### src/rtl/loader_pkg.sv
// Shared types and constants for the iNES / NES 2.0 cartridge loader.
// Header byte offsets, state encodings, error codes and mapper_flags bit positions.
package loader_pkg;

    typedef enum logic [2:0] {
        ST_HEADER  = 3'd0,
        ST_CHECK   = 3'd1,
        ST_TRAINER = 3'd2,
        ST_PRG     = 3'd3,
        ST_CHR     = 3'd4,
        ST_DONE    = 3'd5,
        ST_ERROR   = 3'd6
    } state_e;

    localparam logic [1:0] ERR_NONE   = 2'd0;
    localparam logic [1:0] ERR_MAGIC  = 2'd1;
    localparam logic [1:0] ERR_FORMAT = 2'd2;
    localparam logic [1:0] ERR_SIZE   = 2'd3;

    localparam int HDR_MAGIC    = 0;
    localparam int HDR_PRG_LSB  = 4;
    localparam int HDR_CHR_LSB  = 5;
    localparam int HDR_FLAGS6   = 6;
    localparam int HDR_FLAGS7   = 7;
    localparam int HDR_MAPPER8  = 8;
    localparam int HDR_SIZE_MSB = 9;
    localparam int HDR_BYTES    = 10;

    localparam logic [31:0] MAGIC_WORD    = 32'h1A53454E;
    localparam int          TRAINER_BYTES = 512;

    localparam int MF_MAPPER_LO   = 0;
    localparam int MF_PRG_SIZE    = 8;
    localparam int MF_CHR_SIZE    = 11;
    localparam int MF_MIRROR      = 14;
    localparam int MF_CHR_RAM     = 15;
    localparam int MF_FOUR_SCREEN = 16;
    localparam int MF_BATTERY     = 17;
    localparam int MF_MAPPER_HI   = 18;
    localparam int MF_SUBMAPPER   = 22;
    localparam int MF_NES2        = 26;

    // ceil(log2(units)) saturating at 7; zero units report 0
    function automatic logic [2:0] size_log2(input logic [11:0] units);
        logic [2:0] r;
        r = 3'd7;
        for (int k = 6; k >= 0; k--) begin
            if ({20'd0, units} <= (32'd1 << k)) r = 3'(k);
        end
        return r;
    endfunction

endpackage

### src/rtl/loader_refresh_timer.sv
// Issues SDRAM refresh pulses every REFRESH_GAP idle cycles, REFRESH_COUNT times after each write.
// Pulse is registered, then masked on write cycles and when disabled.
module loader_refresh_timer #(
    parameter int REFRESH_GAP   = 8,
    parameter int REFRESH_COUNT = 6
) (
    input  logic clk,
    input  logic reset_n,
    input  logic write,
    input  logic enable,
    output logic refresh
);
    localparam int              RMAX     = REFRESH_GAP * REFRESH_COUNT;
    localparam int              RW       = $clog2(RMAX + 1);
    localparam logic [RW-1:0]   RCNT_MAX = RW'(RMAX);
    localparam logic [RW-1:0]   PHASE    = RW'(REFRESH_GAP - 1);

    logic [RW-1:0] rcnt_q, rcnt_d;
    logic          refresh_q;

    always_comb begin
        rcnt_d = rcnt_q;
        if (write)                  rcnt_d = '0;
        else if (rcnt_q != RCNT_MAX) rcnt_d = rcnt_q + 1'b1;
    end

    // Counter starts saturated so nothing is refreshed before the first write.
    always_ff @(posedge clk) begin
        if (!reset_n) begin
            rcnt_q    <= RCNT_MAX;
            refresh_q <= 1'b0;
        end else begin
            rcnt_q    <= rcnt_d;
            refresh_q <= ((rcnt_d & PHASE) == PHASE) && (rcnt_d != RCNT_MAX);
        end
    end

    assign refresh = refresh_q && enable && !write;

endmodule

### src/rtl/ines_loader.sv
// Parses an iNES/NES 2.0 header, skips the trainer and streams PRG then CHR bytes into SDRAM.
// Byte-level valid/ready; stalls on mem_busy while loading, swallows bytes once finished.
module ines_loader
    import loader_pkg::*;
#(
    parameter int                ADDR_W          = 22,
    parameter logic [ADDR_W-1:0] CHR_BASE        = 22'h200000,
    parameter int                REFRESH_GAP     = 8,
    parameter int                REFRESH_COUNT   = 6,
    parameter bit                SUPPORT_TRAINER = 1'b1
) (
    input  logic              clk,
    input  logic              reset_n,
    input  logic [7:0]        in_data,
    input  logic              in_valid,
    output logic              in_ready,
    input  logic              mem_busy,
    output logic [ADDR_W-1:0] mem_addr,
    output logic [7:0]        mem_data,
    output logic              mem_write,
    output logic              mem_refresh,
    output logic [31:0]       mapper_flags,
    output logic              done,
    output logic              error,
    output logic [1:0]        err_code,
    output logic [2:0]        loader_state,
    output logic [ADDR_W:0]   bytes_left
);
    localparam int          LW        = ADDR_W + 1;
    localparam logic [39:0] PRG_LIMIT = 40'(CHR_BASE);
    localparam logic [39:0] CHR_LIMIT = (40'd1 << ADDR_W) - 40'(CHR_BASE);

    state_e                     state_q;
    logic [3:0]                 ctr_q;
    logic [HDR_BYTES-1:0][7:0]  hdr_q;
    logic [ADDR_W-1:0]          mem_addr_q;
    logic [LW-1:0]              bytes_left_q;
    logic                       done_q, error_q;
    logic [1:0]                 err_code_q;

    logic        accept, last, nes2, trainer, fmt_bad, size_bad, unused_hdr;
    logic [11:0] prg_units, chr_units;
    logic [39:0] prg_bytes, chr_bytes;

    assign nes2       = hdr_q[HDR_FLAGS7][3:2] == 2'b10;
    assign trainer    = hdr_q[HDR_FLAGS6][2];
    assign prg_units  = {nes2 ? hdr_q[HDR_SIZE_MSB][3:0] : 4'h0, hdr_q[HDR_PRG_LSB]};
    assign chr_units  = {nes2 ? hdr_q[HDR_SIZE_MSB][7:4] : 4'h0, hdr_q[HDR_CHR_LSB]};
    assign prg_bytes  = {14'd0, prg_units, 14'd0};
    assign chr_bytes  = {15'd0, chr_units, 13'd0};
    assign fmt_bad    = (prg_units[11:8] == 4'hF) || (chr_units[11:8] == 4'hF)
                      || (trainer && !SUPPORT_TRAINER);
    assign size_bad   = (prg_units == '0) || (prg_bytes > PRG_LIMIT) || (chr_bytes > CHR_LIMIT);
    assign unused_hdr = ^hdr_q[HDR_FLAGS7][1:0];

    always_comb begin
        case (state_q)
            ST_HEADER, ST_TRAINER, ST_PRG, ST_CHR: in_ready = !mem_busy;
            ST_DONE, ST_ERROR:                     in_ready = 1'b1;
            default:                               in_ready = 1'b0;
        endcase
    end

    assign accept    = in_valid && in_ready;
    assign last      = bytes_left_q == LW'(1);
    assign mem_write = accept && (state_q == ST_PRG || state_q == ST_CHR);

    always_ff @(posedge clk) begin
        if (!reset_n) begin
            state_q      <= ST_HEADER;
            ctr_q        <= '0;
            hdr_q        <= '0;
            mem_addr_q   <= '0;
            bytes_left_q <= '0;
            done_q       <= 1'b0;
            error_q      <= 1'b0;
            err_code_q   <= ERR_NONE;
        end else begin
            case (state_q)
                ST_HEADER: if (accept) begin
                    // Bytes 10..15 are padding/unused fields and are not kept.
                    if (ctr_q < 4'(HDR_BYTES)) hdr_q[ctr_q] <= in_data;
                    ctr_q <= ctr_q + 1'b1;
                    if (ctr_q == 4'd15) state_q <= ST_CHECK;
                end
                ST_CHECK: begin
                    mem_addr_q <= '0;
                    if (hdr_q[HDR_MAGIC+3:HDR_MAGIC] != MAGIC_WORD) begin
                        state_q <= ST_ERROR; error_q <= 1'b1; err_code_q <= ERR_MAGIC;
                    end else if (fmt_bad) begin
                        state_q <= ST_ERROR; error_q <= 1'b1; err_code_q <= ERR_FORMAT;
                    end else if (size_bad) begin
                        state_q <= ST_ERROR; error_q <= 1'b1; err_code_q <= ERR_SIZE;
                    end else if (trainer) begin
                        state_q      <= ST_TRAINER;
                        bytes_left_q <= LW'(TRAINER_BYTES);
                    end else begin
                        state_q      <= ST_PRG;
                        bytes_left_q <= LW'(prg_bytes);
                    end
                end
                ST_TRAINER: if (accept) begin
                    bytes_left_q <= bytes_left_q - 1'b1;
                    if (last) begin
                        state_q      <= ST_PRG;
                        bytes_left_q <= LW'(prg_bytes);
                    end
                end
                ST_PRG: if (accept) begin
                    mem_addr_q   <= mem_addr_q + 1'b1;
                    bytes_left_q <= bytes_left_q - 1'b1;
                    if (last) begin
                        if (chr_units == '0) begin
                            state_q <= ST_DONE;
                            done_q  <= 1'b1;
                        end else begin
                            state_q      <= ST_CHR;
                            mem_addr_q   <= CHR_BASE;
                            bytes_left_q <= LW'(chr_bytes);
                        end
                    end
                end
                ST_CHR: if (accept) begin
                    mem_addr_q   <= mem_addr_q + 1'b1;
                    bytes_left_q <= bytes_left_q - 1'b1;
                    if (last) begin
                        state_q <= ST_DONE;
                        done_q  <= 1'b1;
                    end
                end
                default: ;
            endcase
        end
    end

    always_comb begin
        mapper_flags                       = '0;
        mapper_flags[MF_MAPPER_LO +: 8]    = {hdr_q[HDR_FLAGS7][7:4], hdr_q[HDR_FLAGS6][7:4]};
        mapper_flags[MF_PRG_SIZE +: 3]     = size_log2(prg_units);
        mapper_flags[MF_CHR_SIZE +: 3]     = size_log2(chr_units);
        mapper_flags[MF_MIRROR]            = hdr_q[HDR_FLAGS6][0];
        mapper_flags[MF_CHR_RAM]           = chr_units == '0;
        mapper_flags[MF_FOUR_SCREEN]       = hdr_q[HDR_FLAGS6][3];
        mapper_flags[MF_BATTERY]           = hdr_q[HDR_FLAGS6][1];
        mapper_flags[MF_MAPPER_HI +: 4]    = nes2 ? hdr_q[HDR_MAPPER8][3:0] : 4'h0;
        mapper_flags[MF_SUBMAPPER +: 4]    = nes2 ? hdr_q[HDR_MAPPER8][7:4] : 4'h0;
        mapper_flags[MF_NES2]              = nes2;
    end

    loader_refresh_timer #(
        .REFRESH_GAP   (REFRESH_GAP),
        .REFRESH_COUNT (REFRESH_COUNT)
    ) u_refresh (
        .clk     (clk),
        .reset_n (reset_n),
        .write   (mem_write),
        .enable  (state_q != ST_DONE && state_q != ST_ERROR),
        .refresh (mem_refresh)
    );

    assign mem_addr     = mem_addr_q;
    assign mem_data     = in_data;
    assign done         = done_q;
    assign error        = error_q;
    assign err_code     = err_code_q;
    assign loader_state = state_q;
    assign bytes_left   = bytes_left_q;

endmodule

### config.mk
export PLATFORM = sky130hd
export DESIGN_NAME = ines_loader
export DESIGN_NICKNAME = d
export VERILOG_FILES = /design/src/rtl/loader_pkg.sv /design/src/rtl/loader_refresh_timer.sv /design/src/rtl/ines_loader.sv
export SDC_FILE = /design/constraint.sdc
export NUM_CORES = 1
export LEC_CHECK = 0
export CAP_MARGIN = 0
export CORE_ASPECT_RATIO = 1.4
export CORE_MARGIN = 1.5
export CORE_UTILIZATION = 49
export CTS_CLUSTER_SIZE = 30
export DETAILED_ROUTE_END_ITERATION = 10
export MAX_ROUTING_LAYER = met4
export PLACE_DENSITY = 0.73
export SETUP_SLACK_MARGIN = 0.1
export SYNTH_ARGS = -nofsm -noshare
export SYNTH_HDL_FRONTEND = slang
export SYNTH_SLANG_ARGS = --single-unit
### constraint.sdc
create_clock -name clk -period 3.03 [get_ports clk]
set_clock_uncertainty 0.05 [all_clocks]
set_input_delay 0.303 -clock clk [delete_from_list [all_inputs] [get_ports clk]]
set_output_delay 0.303 -clock clk [all_outputs]
set_load 0.05 [all_outputs]
==> summary.md, run 1 <==
| Metric | Value |
|---|---|
| Outcome | complete, no violations |
| Clock root buffer | clkbuf_16 |
| Crit-path slowest cell | or4_1 |
| Max-cap violations | 0 |
| Layout Cells excl Fill | 1168 |
| Ys Warns | 0 |
| First drt pass iteration count | 4 |
| Routed Antenna Nets | 0 |
| Via Count | 6769 |
| Initial DRC Count | 424 |
| Area of the multi-input gates | 3940 sq um |
| Final Hold Fails | 0 |
| Critical Path End Type | output pin |
| GRT Total Usage | 0.262 |
| DIE WIDTH | around 110 um |
| Slew Limit Fails | 0 |
| Worst endpoint data arrival time | 2450 ps |
| Synth-to-Final Area Change | 21.6% |
| Die footprint | around 16000 sq um |
| Async S/R FF share, synth | 0 |
| Worst Hold Class | input port to flop |
| Antenna diodes | 0 |
| Fill count | 1303 |
| PD cells | approximately 520 nW/um^2 |
| Count of cell types in the netlist | 80 |
| GR Overflow Total | 0 |
| Post-DP HPWL | 13400 um |
| Min Hold Slack | 295 ps |
| Cells after Synth | 900 |
| WL/cell | 16.6 um |
| Post-synthesis xor/xnor area fraction | 0.0359 |
| Sequential-to-total area share from yosys stat | 0.386 |
| Multiplexer area fraction after synthesis | 0.00274 |
| CTS Buffer Depth | 2 |
| Placed cells | 1139 |
| Setup violators final | 0 |
| Mapped Area | 7310 sq um |
| Clock sink count | between 100 and 150 |
| Vias in the first global route | 6459 |
| # nets final | 990 |
| Synth Area in Compound Gates | 0.191 |
| # rows | 52 |
| TritonCTS clock tree | built |
| Largest net degree at the start of global routing | 37 |
| #FFs+latches synth | roughly 140 |
| Worst-path clk slew | 50 ps |
| Peak Freq | 357 MHz |
| Setup tns final | 0 ps |
| GPL Wtd Cong | 0.882 |
| # IOs | 107 |
| Main combinational cell family by area after synthesis | simple AND/OR/NAND/NOR gates |
| Core outline area | 14500 sq um |
| Mapped Avg Cell Area | 8.13 sq um |
| Worst Path Max Fanout | 5 |
| Rel. slew slack | 0.353 |
| H-Tree Depth | 4 |
| Worst path required time | 2680 ps |
| Worst Max-Slew Pin Slew | 956 ps |
| Die height | between 100 and 150 um |
| EDFF count, synth | 0 |
| Worst path cell trace | or4_1 > and2_1 > or3_1 > o221ai_2 > buf_12 |
| Port buffer count | a little over 100 |
| Vias per inst | 5.80 |
| DRC viols | 0 |
| Clk_lat worst skew | about 420 ps |
| Adder-Cell Fraction of Synth Area | 0.0154 |
| Tmin final | around 2800 ps |
| Leak pwr | 3.18 nW |
| Top FF cell, synth | dfxtp_1 |
| Total wire length | 19400 um |
| Storage element area | about 2800 sq um |
| Tcrit/Tclk final | 0.926 |
| First-pass GRT wire length | 32000 um |
| Simple-gate share of the synthesized area | 0.288 |
| RSZ-0062 raised after global routing | false |
| CTS Buf Count | 17 |
| Crit start category | flop |
| Delay of the slowest critical-path stage | between 600 and 700 ps |
| Layout cell share with drive strength beyond 1 | 0.0960 |
| Setup CP Type | flop to output pin |
| Maximum vdd drop | just over 0.0003 V |
| Initial Util | 0.504 |
| Initial antenna violation count | 0 |
-- state kept, by name, indices dropped and copies added, names as in the netlist, 2 cells and up --
signal            cells
bytes_left           23
chr_bytes             8
ctr_q                 4
err_code              2
hdr_q                59
loader_state          3
mapper_flags         11
mem_addr             22
u_refresh.rcnt_q      6
-- area by class of cell --
| cell class | instances | share of cell area |
|---|---|---|
| Clock buffer | 22 | 0.0522 |
| Clock inverter | 7 | 0.00759 |
| Inverter | 13 | 0.00549 |
| Multi-Input combinational cell | 659 | 0.443 |
| Sequential cell | 141 | 0.317 |
| Tap cell | 189 | 0.0266 |
| Timing Repair Buffer | 137 | 0.148 |
-- cells by family (layout without fill, tap and decap cells) --
logic type,count (synthesis),in the layout
compound gates,200,200
xor+xnor,30,30
fa+ha+maj,9,9
buf+inv,104,179
flops,141,141
mux,2,2
other cells,1,5
simple gates,413,413
-- cell usage after synthesis (3+ instances only) --
master | n | area, sq um
or4_1 | 3 | 22.5
buf_2 | 4 | 20.0
nor3_1 | 19 | 95.1
a31oi_1 | 4 | 25.0
or3_1 | 7 | 43.8
o21ai_0 | 31 | 155
nor4b_1 | 5 | 43.8
nor2_1 | 52 | 195
buf_1 | 3 | 11.3
nor4_1 | 5 | 31.3
a32o_1 | 10 | 100
inv_1 | 11 | 41.3
nor3b_1 | 6 | 45.0
clkbuf_1 | 43 | 161
a21boi_0 | 50 | 375
buf_6 | 11 | 124
nand3_1 | 97 | 485
and2_1 | 15 | 93.8
ha_1 | 9 | 113
o31ai_1 | 5 | 37.5
a21oi_1 | 50 | 250
nand4b_1 | 3 | 26.3
nand2_1 | 130 | 488
xnor2_1 | 11 | 96.3
and3_1 | 8 | 50.1
dfxtp_1 | 141 | 2820
o22ai_1 | 3 | 18.8
nand2b_1 | 6 | 37.5
xor2_1 | 19 | 166
nand3b_1 | 3 | 22.5
buf_4 | 28 | 210
nor2b_1 | 8 | 50.1
a31o_2 | 4 | 35.0
nand4_1 | 23 | 144
nor4bb_1 | 5 | 50.1
a22oi_1 | 9 | 67.6
-- through the flow --
stage / instance area [sq um] / utilization / setup slack, ps / total power, W
4_1_cts: 8890 / 0.613 / 133 / 0.00467
2_1_floorplan: 7330 / - / 159 / 0.00256
3_3_place_gp: 8360 / 0.576 / 322 / 0.00277
6_report: 8900 / 0.613 / 225 / 0.00466
5_1_grt: 8900 / 0.613 / 127 / 0.00483
3_5_place_dp: 8360 / 0.576 / 288 / 0.00277
-- cells in the final DEF (no fill, tap or decap), types with 7 or more instances in the layout --
cell type,count
buf_4,36
xnor2_1,11
clkbuf_16,17
nand3_1,97
nor3_1,18
nor2_1,52
a32o_1,10
o21ai_0,31
a21oi_1,50
nand4_1,23
xor2_1,19
inv_1,11
a21boi_0,50
nand2_1,130
or3_1,7
clkdlybuf4s50_1,91
a22oi_1,9
ha_1,9
nor2b_1,8
dfxtp_1,141
and3_1,8
and2_1,15
-- report_power, final --
group | leakage, nW | switching (W) | internal (W)
combinational | 1.79 | 0.000526 | 0.000279
sequential | 1.14 | 0.0000456 | 0.00189
clock | 0.254 | 0.000760 | 0.00115
-- final timing paths --
path                           from  slack [ps]                        endpoint  depth (start not counted)
min                         reset_n         290  u_refresh.rcnt_q[5]$_SDFF_PN1_                          2
max reg2reg  hdr_q[36]$_SDFFE_PN0P_         300     bytes_left[10]$_SDFFE_PN0P_                          7
max          hdr_q[76]$_SDFFE_PN0P_         220                mapper_flags[12]                          5
min reg2reg  hdr_q[58]$_SDFFE_PN0P_         400          hdr_q[58]$_SDFFE_PN0P_                          2
-- timing repair --
action	CTS	global route
endpoints found under the hold margin	0	0
setup endpoints to repair	4	2
hold buffers	0	0
pin swaps	0	0
buffers inserted	0	0
gates resized for setup	4	2
-- per-layer routing --
layer / vias up / GRT usage / share of wire / routed length (um)
met5: - / - / 0 / 0
met4: 0 / 0.122 / 0.034 / 651
met3: 53 / 0.0423 / 0.043 / 830
met2: 198 / 0.460 / 0.52 / 10000
met1: 3204 / 0.288 / 0.41 / 7880
li1: 3314 / - / - / -
-- critical path, delay by kind of cell, from the launching register on --
| family | cells | cell delay [ps] |
|---|---|---|
| flip-flops | 1 | 360 |
| AND/OR/NAND/NOR | 3 | 1250 |
| buffers and inverters | 1 | 170 |
| AO/OA/AOI/OAI | 1 | 250 |
No activity file was read; power rests on OpenSTA's default activity.
==> run 2, diff against run 1 <==
Settings changed: DONT_BUFFER_PORTS from default to 1, PLACE_DENSITY 0.73 to default.
==> run 2 against run 1 <==
- first-iteration DRC count stayed put
- final area is 7.3% lower
- combinational power is 8.5% lower
- clock-buffer cell count is 5 lower
- die area stayed put
- via count is 2.9% lower
- wire length is 3.4% higher
- global-route usage is 0.42 points higher
- worst hold slack worse by 290 ps
- setup slack better by 6.1 ps
==> summary.md, run 2 (same netlist as run 1, synthesis figures left out) <==
| Metric | Value |
|---|---|
| Initial Util | 0.504 (unchanged) |
| Routed Antenna Nets | 0 (unchanged) |
| Initial DRC Count | 424 (unchanged) |
| CTS Hold Bufs | 10 (+10) |
| Storage element area | 2820 sq um (unchanged) |
| Pre-CTS setup slack | 459 ps (+172 ps) |
| Crit-path slowest cell | or4_1 |
| Total wire length | 20000 um (+3.4%) |
| Layout cell share with drive strength beyond 1 | 0.133 (+0.0370) |
| Seq pwr share | 0.401 (-0.016) |
| CP Buf/Inv Count | 1 (unchanged) |
| Critical Path End Type | output pin |
| Postcts setup bufs | 0 (unchanged) |
| First drt pass iteration count | 5 (+1) |
| Delay of the slowest critical-path stage | 620 ps (about the same) |
| Antenna diodes | 0 (unchanged) |
| Largest Register | hdr_q |
| # nets final | 926 (-6.5%) |
| Port buffer count | 0 (-100%) |
| Combinational share of power | 0.152 (-0.021) |
| Vias in the first global route | 6269 (-2.9%) |
| First-pass GRT wire length | 32200 um (+0.69%) |
| Die footprint | 15700 sq um (unchanged) |
| DRC viols | 0 (unchanged) |
| Int Power | 0.00343 W (+3.3%) |
| Die height | 148 um (unchanged) |
| CTS Buf Count | 17 (unchanged) |
| Post-cts sizing count | 0 (-4) |
| GRT Total Usage | 0.266 (+0.00416) |
| # rows | 52 (unchanged) |
| Worst-path clk slew | 60 ps (about the same) |
| Largest net degree at the start of global routing | 79 (+110%) |
| Family with the most delay on the worst path | simple AND/OR/NAND/NOR gates |
| Most frequent cells in the layout | dfxtp_1 (141), nand2_1 (130), nand3_1 (97) |
| Leak pwr | 3.01 nW (-5.3%) |
| Synth-to-Final Area Change | 12.7% |
| Area of the multi-input gates | 3940 sq um (about the same) |
| Outcome | complete, no violations |
| TritonCTS clock tree | built |
| Layout Cells excl Fill | 1106 (-5.3%) |
| Setup tns final | 0 ps (unchanged) |
| PD cells | 588 nW/um^2 (+12%) |
| GPL Wtd Cong | 0.863 (-2.1%) |
| # IOs | 107 (unchanged) |
| Setup violators final | 0 (unchanged) |
| WL/cell | 18.1 um (+9.2%) |
| Max-cap violations | 0 (unchanged) |
| Clock power frac | 0.447 (+0.036) |
| DIE WIDTH | 106 um (unchanged) |
| Commonest non-fill, non-tap cell in the layout | dfxtp_1 |
| DP Area | 7520 sq um (-10%) |
| Final cell area excluding filler cells | 8250 sq um (-7.3%) |
| Final worst slack | 231 ps (+6.10 ps) |
| Clock root buffer | clkbuf_16 |
| CTS Buffer Depth | 2 (unchanged) |
| Via Count | 6573 (-2.9%) |
| Initial antenna violation count | 0 (unchanged) |
| H-Tree Depth | 4 (unchanged) |
| Max FFs per register | 59 (unchanged) |
| Clock sink count | 141 (unchanged) |
| Sw Ratio | 0.292 (+0.00567) |
| Post-DP HPWL | 13700 um (+2.3%) |
| Core outline area | 14500 sq um (unchanged) |
| Final Hold Fails | 0 (unchanged) |
| GR Overflow Total | 0 (unchanged) |
| Tcrit/Tclk final | 0.924 (-0.00201) |
| Worst Path Max Fanout | 5 (unchanged) |
| Placed cells | 1065 (-6.5%) |
| Vias per inst | 5.94 (+2.5%) |
| Peak Freq | 357 MHz (+0.22%) |
| Crit start category | flop |
| Worst Hold Class | input port to flop |
| Min Hold Slack | 8.24 ps (-286 ps) |
| Fill count | 1346 (+3.3%) |
| Slew Limit Fails | 0 (unchanged) |
| Rel. slew slack | 0.510 (+0.156) |
| RSZ-0062 raised after global routing | false |
| Worst Max-Slew Pin Slew | 731 ps (-225 ps) |
| Worst path cell trace | or4_1 > and2_1 > or3_1 > o221ai_1 > buf_4 |
| Tmin final | 2800 ps (-6.10 ps) |
| Setup CP Type | flop to output pin |
| Clk_lat worst skew | 420 ps (about the same) |
| Maximum vdd drop | 0.000389 V (+26%) |
| Switching power | 0.00141 W (+6.2%) |
| Worst endpoint data arrival time | 2450 ps (about the same) |
| Worst path required time | 2680 ps (about the same) |
## run 2: cell types whose count changed in the layout (fill, tap and decap cells not counted), moves of 4 or more
cell / delta
buf_12: -4
dlygate4sd2_1: -4
dlygate4sd3_1: +9
clkdlybuf4s50_1: -91
inv_6: +5
buf_4: +27
## run 2: area by class of cell
| type | instances | share of cell area |
|---|---|---|
| Clock inverter | 14 | 0.0220 |
| Tap cell | 189 | 0.0287 |
| Multi-Input combinational cell | 659 | 0.478 |
| Sequential cell | 141 | 0.342 |
| Timing Repair Buffer | 73 | 0.0716 |
| Inverter | 13 | 0.00592 |
| Clock buffer | 17 | 0.0516 |
## run 2: routing by layer
metal  up-vias  wire [um]  GRT usage
met5         -          0          -
li1       3182          -          -
met3        38        876     0.0489
met4         0        442      0.101
met2       183      10400      0.456
met1      3170       8310      0.307
## run 2: metrics by stage
stage / total power, W / utilization
5_1_grt: 0.00502 / 0.568
3_3_place_gp: 0.00264 / 0.518
4_1_cts: 0.00487 / 0.568
3_5_place_dp: 0.00266 / 0.518
2_1_floorplan: 0.00256 / -
6_report: 0.00485 / 0.568
## run 2: power by group through the flow
| stage | clock (W) | combinational [W] | sequential (W) |
|---|---|---|---|
| finish | 0.00217 | 0.000736 | 0.00195 |
| global route | 0.00228 | 0.000792 | 0.00195 |
| CTS | 0.00220 | 0.000725 | 0.00195 |
| detailed placement | 0 | 0.000671 | 0.00199 |
| global placement | 0 | 0.000659 | 0.00198 |
| floorplan | 0 | 0.000527 | 0.00203 |
## run 2: final timing paths
check / endpoint / from / cells after the start / slack, ps
min: bytes_left[0]$_SDFFE_PN0P_ / reset_n / 2 / 8
max: mapper_flags[12] / hdr_q[76]$_SDFFE_PN0P_ / 5 / 230
min reg2reg: hdr_q[70]$_SDFFE_PN0P_ / hdr_q[70]$_SDFFE_PN0P_ / 2 / 410
max reg2reg: bytes_left[3]$_SDFFE_PN0P_ / chr_bytes[19]$_SDFFE_PN0P_ / 6 / 440
==> run 3, diff against run 2 <==
Clock period 3.03 ns to 2.68 ns, I/O delays scaled along.
==> run 3 against run 2 <==
- clock-buffer cell count unchanged
- final area increased by 2.2%
- sequential cell count unchanged
- setup slack got worse by 120 ps
- wire length increased by 0.91%
- non-clock buffer count increased by 18
- critical endpoint unchanged
==> summary.md, run 3 (same netlist as run 1, synthesis figures left out) <==
| Metric | Value |
|---|---|
| Outcome | complete, no violations |
| Final Hold Fails | 0 (unchanged) |
| GPL Wtd Cong | 0.925 (+7.1%) |
| Clock root buffer | clkbuf_16 |
| # IOs | 107 (unchanged) |
| Max-cap violations | 0 (unchanged) |
| Clk_lat worst skew | 420 ps (about the same) |
| Critical Path End Type | output pin |
| Worst path cell trace | or4_4 > and2_4 > or3_1 > o221ai_2 > buf_6 |
| Crit-path slowest cell | or4_4 |
| Worst Hold Class | input port to flop |
| WL/cell | 18.0 um (-0.61%) |
| Vias per inst | 5.99 (+0.72%) |
| Min Hold Slack | 21.0 ps (+12.8 ps) |
| Tcrit/Tclk final | 0.958 |
| Leak pwr | 3.11 nW (+3.1%) |
| CTS Buffer Depth | 2 (unchanged) |
| Crit start category | flop |
| Setup violators final | 0 (unchanged) |
| Initial antenna violation count | 0 (unchanged) |
| Antenna diodes | 0 (unchanged) |
| Setup CP Type | flop to output pin |
| Initial Util | 0.504 (unchanged) |
| Slew Limit Fails | 0 (unchanged) |
| Worst endpoint data arrival time | 2250 ps (-200 ps) |
| Rel. slew slack | 0.504 (-0.00611) |
| Placed cells | 1082 (+1.6%) |
| Most frequent cells in the layout | dfxtp_1 (140), nand2_1 (130), nand3_1 (97) |
| # rows | 52 (unchanged) |
| Die footprint | 15700 sq um (unchanged) |
| Via Count | 6722 (+2.3%) |
| GR Overflow Total | 0 (unchanged) |
| CP Buf/Inv Count | 1 (unchanged) |
| Die height | 148 um (unchanged) |
| Clock sink count | 141 (unchanged) |
| Layout Cells excl Fill | 1123 (+1.5%) |
| Core outline area | 14500 sq um (unchanged) |
| Tmin final | approximately 2600 ps |
| Largest Register | hdr_q |
| Post-DP HPWL | 14200 um (+3.1%) |
| Layout cell share with drive strength beyond 1 | 0.156 (+0.0233) |
| Peak Freq | around 400 MHz |
| Fill count | 1311 (-2.6%) |
| Final Util | 0.581 (+0.0122) |
| Total wire length | 20200 um (+0.91%) |
| Routed Antenna Nets | 0 (unchanged) |
| Max FFs per register | 59 (unchanged) |
| PD cells | 647 nW/um^2 (+10%) |
| Final worst slack | 112 ps (-119 ps) |
| DRC viols | 0 (unchanged) |
| Initial DRC Count | 426 (+0.47%) |
| DIE WIDTH | 106 um (unchanged) |
| Worst-path clk slew | 60 ps (about the same) |
| Worst Max-Slew Pin Slew | 740 ps (+8.57 ps) |
| GRT Total Usage | 0.273 (+0.00678) |
| Port buffer count | 0 (unchanged) |
| # nets final | 944 (+1.9%) |
| Commonest non-fill, non-tap cell in the layout | dfxtp_1 |
| Family with the most delay on the worst path | simple AND/OR/NAND/NOR gates |
| Worst path required time | 2360 ps (-320 ps) |
| Largest net degree at the start of global routing | 87 (+10%) |
| First-pass GRT wire length | 33200 um (+3.0%) |
| RSZ-0062 raised after global routing | true |
| Maximum vdd drop | 0.000346 V (-11%) |
| Delay of the slowest critical-path stage | 550 ps (-70 ps) |
| H-Tree Depth | 4 (unchanged) |
| First drt pass iteration count | 5 (unchanged) |
| CTS Buf Count | 17 (unchanged) |
| Synth-to-Final Area Change | 15.2% |
| Worst Path Max Fanout | 5 (unchanged) |
| Pre-CTS setup slack | 202 ps (-257 ps) |
| TritonCTS clock tree | built |
| Vias in the first global route | 6594 (+5.2%) |
[run 3: cell count changes in the layout (fill, tap and decap cells not counted), sizes merged]
| cell | delta |
|---|---|
| buf | +19 |
| clkinv | +1 |
| clkinvlp | +2 |
| dlygate4sd3 | -1 |
| inv | -4 |
[run 3: layout make-up]
| type | instances | area (sq um) | area share |
|---|---|---|---|
| clock buffers | 17 | 425 | 0.0505 |
| clock inverters | 13 | 168 | 0.0199 |
| inverters | 13 | 48.8 | 0.00579 |
| multi-input cells | 659 | 3980 | 0.473 |
| flip-flops and latches | 141 | 2820 | 0.335 |
| well taps | 189 | 236 | 0.0281 |
| repair buffers | 91 | 739 | 0.0878 |
[run 3: power by group]
group	total, W	leakage (nW)	switching, W	internal, W
registers	0.00219	1.14	0.0000513	0.00214
logic	0.000845	1.69	0.000571	0.000274
clock network	0.00241	0.274	0.000956	0.00146
total	0.00545	3.11	0.00158	0.00387
[run 3: final timing paths]
check / startpoint / end / slack, ps / cells after the start
hold / removal: reset_n / u_refresh.rcnt_q[0]$_SDFF_PN0_ / 20 / 2
setup / recovery: hdr_q[77]$_SDFFE_PN0P_ / mapper_flags[12] / 110 / 5
setup reg to reg: bytes_left[10]$_SDFFE_PN0P_ / mem_addr[20]$_SDFFE_PN0P_ / 200 / 8
hold reg to reg: hdr_q[58]$_SDFFE_PN0P_ / hdr_q[58]$_SDFFE_PN0P_ / 410 / 2
[run 3: routing by layer]
| metal | track usage | wire length (um) | vias up | share of wire |
|---|---|---|---|---|
| met5 | - | 0 | - | 0 |
| met4 | 0.111 | 489 | 0 | 0.024 |
| met3 | 0.0481 | 949 | 41 | 0.047 |
| met2 | 0.476 | 10500 | 207 | 0.52 |
| met1 | 0.306 | 8260 | 3247 | 0.41 |
| li1 | - | - | 3227 | - |
[run 3: repair_timing]
action / 4_1_cts / 5_1_grt
pin swaps: 1 / 1
gates resized for setup: 3 / 2
endpoints found under the setup margin: 1 / 11
hold endpoints to repair: 111 / 0
setup buffers: 0 / 2
hold buffers: 9 / 0
[run 3: metrics by stage]
step           setup TNS (ps)  total power (W)  instance area (sq um)
4_1_cts                     0          0.00546                   8390
6_report                    0          0.00545                   8420
3_5_place_dp                0          0.00301                   7680
3_3_place_gp                0          0.00300                   7680
2_1_floorplan            -190          0.00289                   7350
5_1_grt                     0          0.00565                   8420
[run 3: worst register-to-register path, delay by kind of cell, from the launching register on]
family          cells  cell delay, ps
simple gates        4             960
buf+inv             2             380
compound gates      2             680
flops               1             310
